[src/rtl/jk_mod_counter.sv]
// Modulo-MOD up/down counter built on a bank of JK flip-flops.
// The excitation logic turns the desired next state into per-bit J/K,
// and the state register only ever updates through the JK equation.
module jk_mod_counter #(
  parameter int unsigned WIDTH = 4,
  parameter int unsigned MOD   = 10
) (
  input  logic             Cp,
  input  logic             CLR,
  input  logic             EN,
  input  logic             UP,
  input  logic             LD,
  input  logic [WIDTH-1:0] D,
  output logic [WIDTH-1:0] Q,
  output logic [WIDTH-1:0] Qbar,
  output logic [WIDTH-1:0] J,
  output logic [WIDTH-1:0] K,
  output logic             TC,
  output logic             CO
);

  // Largest legal count, sized to the register width.
  localparam logic [WIDTH-1:0] TOP = WIDTH'(MOD - 1);

  logic [WIDTH-1:0] nxt;
  logic             illegal;

  // Desired next state: load beats count, and count beats hold.
  // Illegal states (above TOP) recover to 0 going up and to TOP going down.
  always_comb begin
    nxt     = Q;
    illegal = (Q > TOP);
    if (LD) begin
      nxt = D;
    end else if (EN) begin
      if (UP) begin
        nxt = (Q >= TOP) ? '0 : Q + WIDTH'(1);
      end else begin
        nxt = ((Q == '0) || illegal) ? TOP : Q - WIDTH'(1);
      end
    end
  end

  // Minimal excitation: set bits that rise, reset bits that fall, never toggle.
  always_comb begin
    J = nxt & ~Q;
    K = ~nxt & Q;
  end

  // Terminal count is only flagged for a real wrap; illegal states never match.
  always_comb begin
    TC = EN & ~LD & ((UP & (Q == TOP)) | (~UP & (Q == '0)));
  end

  // Complementary flip-flop output.
  always_comb begin
    Qbar = ~Q;
  end

  // JK flip-flop bank plus the registered carry/borrow pulse.
  always_ff @(posedge Cp or posedge CLR) begin
    if (CLR) begin
      Q  <= '0;
      CO <= 1'b0;
    end else begin
      Q  <= (J & ~Q) | (~K & Q);
      CO <= TC;
    end
  end

endmodule
[config.mk]
export PLATFORM = sky130hd
export DESIGN_NAME = jk_mod_counter
export DESIGN_NICKNAME = d
export VERILOG_FILES = /design/src/rtl/jk_mod_counter.sv
export SDC_FILE = /design/constraint.sdc
export NUM_CORES = 1
export LEC_CHECK = 0
export ABC_AREA = 1
export CAP_MARGIN = 20
export CORE_MARGIN = 2
export CORE_UTILIZATION = 36
export CTS_CLUSTER_DIAMETER = 150
export DETAILED_ROUTE_END_ITERATION = 12
export PLACE_DENSITY = 0.8
export SLEW_MARGIN = 10
export SYNTH_ARGS = -nofsm -noshare
export SYNTH_HDL_FRONTEND = slang
export SYNTH_SLANG_ARGS = --single-unit
[constraint.sdc]
create_clock -name Cp -period 1.8 [get_ports Cp]
set_clock_uncertainty 0.1 [all_clocks]
set_input_delay 0.36 -clock Cp [delete_from_list [all_inputs] [get_ports Cp]]
set_output_delay 0.36 -clock Cp [all_outputs]
set_load 0.01 [all_outputs]
==> reports/metrics.yaml <==
timing:
  clock.fmax_mhz: 439
  fin_ws_ns: -0.480
  setup_viol: 9
  drv_slew: 0
  period_needed_ns: 2.28
  tns_ns: -3.99
  max-slew-margin-rel_pct: 73.8
  rsz0062_at_grt: "yes"
  max_slew.worst_pin.slew_ns: 0.392
  hold_violations: 0
  finalCritPeriodShare_pct: 127
pwr:
  switching_power_uw: 343
  p_int_uw: 440
  sw_frac_of_total_pct: 43.8
  p_leak_nw: 0.634
  power_density_nw_per_um2: 630
  pwr-share-clk_pct: 18.4
  seq_power_share_pct: 18.9
  worst_ir_drop_vdd_v: 0.000409
  p_comb_share_pct: 62.7
status:
  violations: "setup timing"
  status: "finished, violations left"
worst_setup_path:
  cp-end-kind: "primary output"
  path_max_fanout: 5
  critical_path_class: "flop to primary output"
  crit_required_ns: 1.34
  start_kind: "flop"
  arrival_ns: 1.82
synth:
  synth-xor-area-share_pct: 1.48
  synth_top_family_by_area: "simple AND/OR/NAND/NOR gates"
  synth.net_count: 103
  synth_area_um2: 592
  synth-seq-cells: 5
  synthSimpleGateAreaFrac_pct: 45.9
  synth_compound_area_share_pct: 9.09
  synth-adder-area-share_pct: 8.46
  synthCells: 90
  yosysSeqAreaShare_pct: 21.1
  synthMuxAreaShare_pct: 0
  ys_types: 19
  syn_area_per_cell_um2: 6.58
  yosysWarnings: 0
die:
  die_w_um: 44.5
  core-area_um2: 1520
  die_area_um2: 1980
  dieHeight_um: 44.5
  rows: 14
  ios: 27
  start_util_pct: 38.8
placed_design:
  dp.cells: 149
  placedInstanceArea_um2: 1050
  dp_hpwl_mm: 1.47
  gp_congestion: 0.912
  dp_slack_ns: -0.826
  portBuffers: 26
grt:
  grt_pass1_vias: 819
  grt_max_degree: 10
  antenna_found_initial: 0
  grt_pass1_wl_mm: 3.45
  grt.overflow.total: 0
  grt_usage_pct: 24.4
clock_network:
  cts_buffers: 3
  cts.sinks: 5
  root_buffer: "clkbuf_4"
  path_clk_slew_ns: 0.06
  clock_path_buffers: 2
  clock_latency_ns: 0.26
  htree_levels: 1
  cts_tree: "done"
route:
  first_pass_iters: 4
  vias_per_cell: 5.41
  wl_per_cell_um: 15.5
  met3WireLength_um: 209
  route.top_layer_used: "met4"
  routed_wl_mm: 2.48
  drt_iter0_markers: 17
  ant_nets: 0
  met2_length_mm: 1.33
  wl_met1_um: 853
  vias: 866
  drc: 0
layout:
  final_cell_area_um2: 1240
  layoutNonFillerInstCount: 160
  nNetsFinal: 158
  drive_above_1_share_pct: 64.6
  fill_cells: 100
  fin_util_pct: 81.5
  area_growth_pct: 110
  n_antenna_cell: 0
worst_hold_path:
  min_path_type: "primary input to async pin"
run:
  drv_cap: 0
[cells by family (layout without fill, tap and decap cells)]
family | after synthesis | count (layout)
AO/OA/AOI/OAI | 10 | 10
XOR/XNOR | 1 | 1
adder cells (fa/ha/maj) | 4 | 4
buffers and inverters | 15 | 69
flip-flops | 5 | 5
AND/OR/NAND/NOR | 55 | 55
[layout by cell type (no fill, tap or decap)]
| cell | synthesis | routed |
|---|---|---|
| buf_4 | 0 | 23 |
| nand2_1 | 21 | 13 |
| nand2_2 | 7 | 11 |
| clkdlybuf4s50_1 | 0 | 8 |
| buf_2 | 0 | 8 |
| nor2_2 | 4 | 7 |
| dlygate4sd2_1 | 0 | 7 |
| nand2_4 | 2 | 6 |
| inv_1 | 10 | 6 |
| nor2_1 | 10 | 6 |
| nand3_2 | 1 | 5 |
| a21oi_1 | 9 | 4 |
| a21oi_2 | 0 | 4 |
| dfrtp_2 | 0 | 3 |
| inv_4 | 1 | 3 |
| ha_4 | 0 | 3 |
| clkbuf_4 | 0 | 3 |
| buf_6 | 2 | 3 |
| dfrtp_1 | 5 | 2 |
| nand3_4 | 0 | 2 |
| inv_2 | 0 | 2 |
| or2_2 | 2 | 2 |
| dlymetal6s2s_1 | 0 | 2 |
| inv_8 | 1 | 1 |
| a21oi_4 | 0 | 1 |
| xor2_2 | 0 | 1 |
| nor2_4 | 0 | 1 |
| nand3_1 | 7 | 1 |
| nand4_1 | 1 | 1 |
| a2111oi_2 | 0 | 1 |
| ha_1 | 4 | 1 |
| clkinv_2 | 0 | 1 |
| clkdlybuf4s15_2 | 0 | 1 |
| buf_12 | 0 | 1 |
[stage by stage]
| stage | total power [mW] | hold slack, ns |
|---|---|---|
| CTS | 0.725 | 0.200 |
| detailed placement | 0.552 | 0.483 |
| global placement | 0.544 | 0.463 |
| finish | 0.783 | 0.205 |
| global route | 0.824 | 0.232 |
| floorplan | 0.348 | 0.0384 |
[layer usage]
metal | track usage (%) | vias to the layer above
met5 | 0 | -
met4 | 12.1 | 0
met3 | 4.90 | 17
met2 | 46.1 | 60
met1 | 24.9 | 393
li1 | - | 396
[registers in the layout, indices dropped and copies added (netlist names)]
name and count:
Q 4, CO 1
[path summary, 6_finish.rpt]
kind / cells past startpoint / end / from / slack, ns
max in group asynchronous: 2 / Q[3] / CLR / 1.19
min in group Cp: 4 / CO / UP / 0.52
setup reg to reg: 12 / Q[3] / Q[1] / 0.10
hold reg to reg: 3 / CO / Q[2] / 0.72
hold / removal: 2 / CO / CLR / 0.20
setup / recovery: 7 / TC / Q[1] / -0.48
[worst max-delay path, cell delays in order, from the launching register on]
cell and delay [ns]:
dfrtp_2 0.42, inv_4 0.10, ha_4 0.15, nand2_2 0.06, nor2_4 0.12, nor2_1 0.09
a2111oi_2 0.31, clkdlybuf4s15_2 0.29
[synth_stat cells]
library cell	instances	share of area, %
ha_1	4	8.5
nor2_2	4	4.2
or2_2	2	2.1
nand2_1	21	13
clkbuf_2	1	0.84
xor2_1	1	1.5
a2111oi_0	1	1.5
nand4_1	1	1.1
dfrtp_1	5	21
nand2_2	7	7.4
inv_4	1	1.1
inv_8	1	1.9
buf_6	2	3.8
nand3_1	7	5.9
nand2_4	2	3.8
nand3_2	1	1.7
nor2_1	10	6.3
a21oi_1	9	7.6
inv_1	10	6.3
[cell type report]
| class | count | area [um^2] | area share, % |
|---|---|---|---|
| flip-flops and latches | 5 | 129 | 10.4 |
| repair buffers | 53 | 444 | 35.8 |
| clock buffers | 3 | 22.5 | 1.81 |
| clock inverters | 1 | 5.00 | 0.403 |
| well taps | 16 | 20.0 | 1.61 |
| inverters | 12 | 60.1 | 4.83 |
| multi-input cells | 70 | 562 | 45.2 |
[power by group through the flow]
stage	clock (mW)	combinational [mW]	sequential [mW]
detailed placement	0	0.406	0.146
global placement	0	0.400	0.145
CTS	0.148	0.430	0.147
global route	0.150	0.524	0.150
floorplan	0	0.200	0.147
finish	0.144	0.491	0.148
[repair_timing]
action / 4_1_cts / 5_1_grt
setup buffers: 6 / 3
pin swaps: 16 / 5
hold buffers: 0 / 0
setup endpoints to repair: 15 / 12
endpoints found under the hold margin: 0 / 0
gates resized for setup: 62 / 20
No activity file was read; power rests on OpenSTA's default activity.
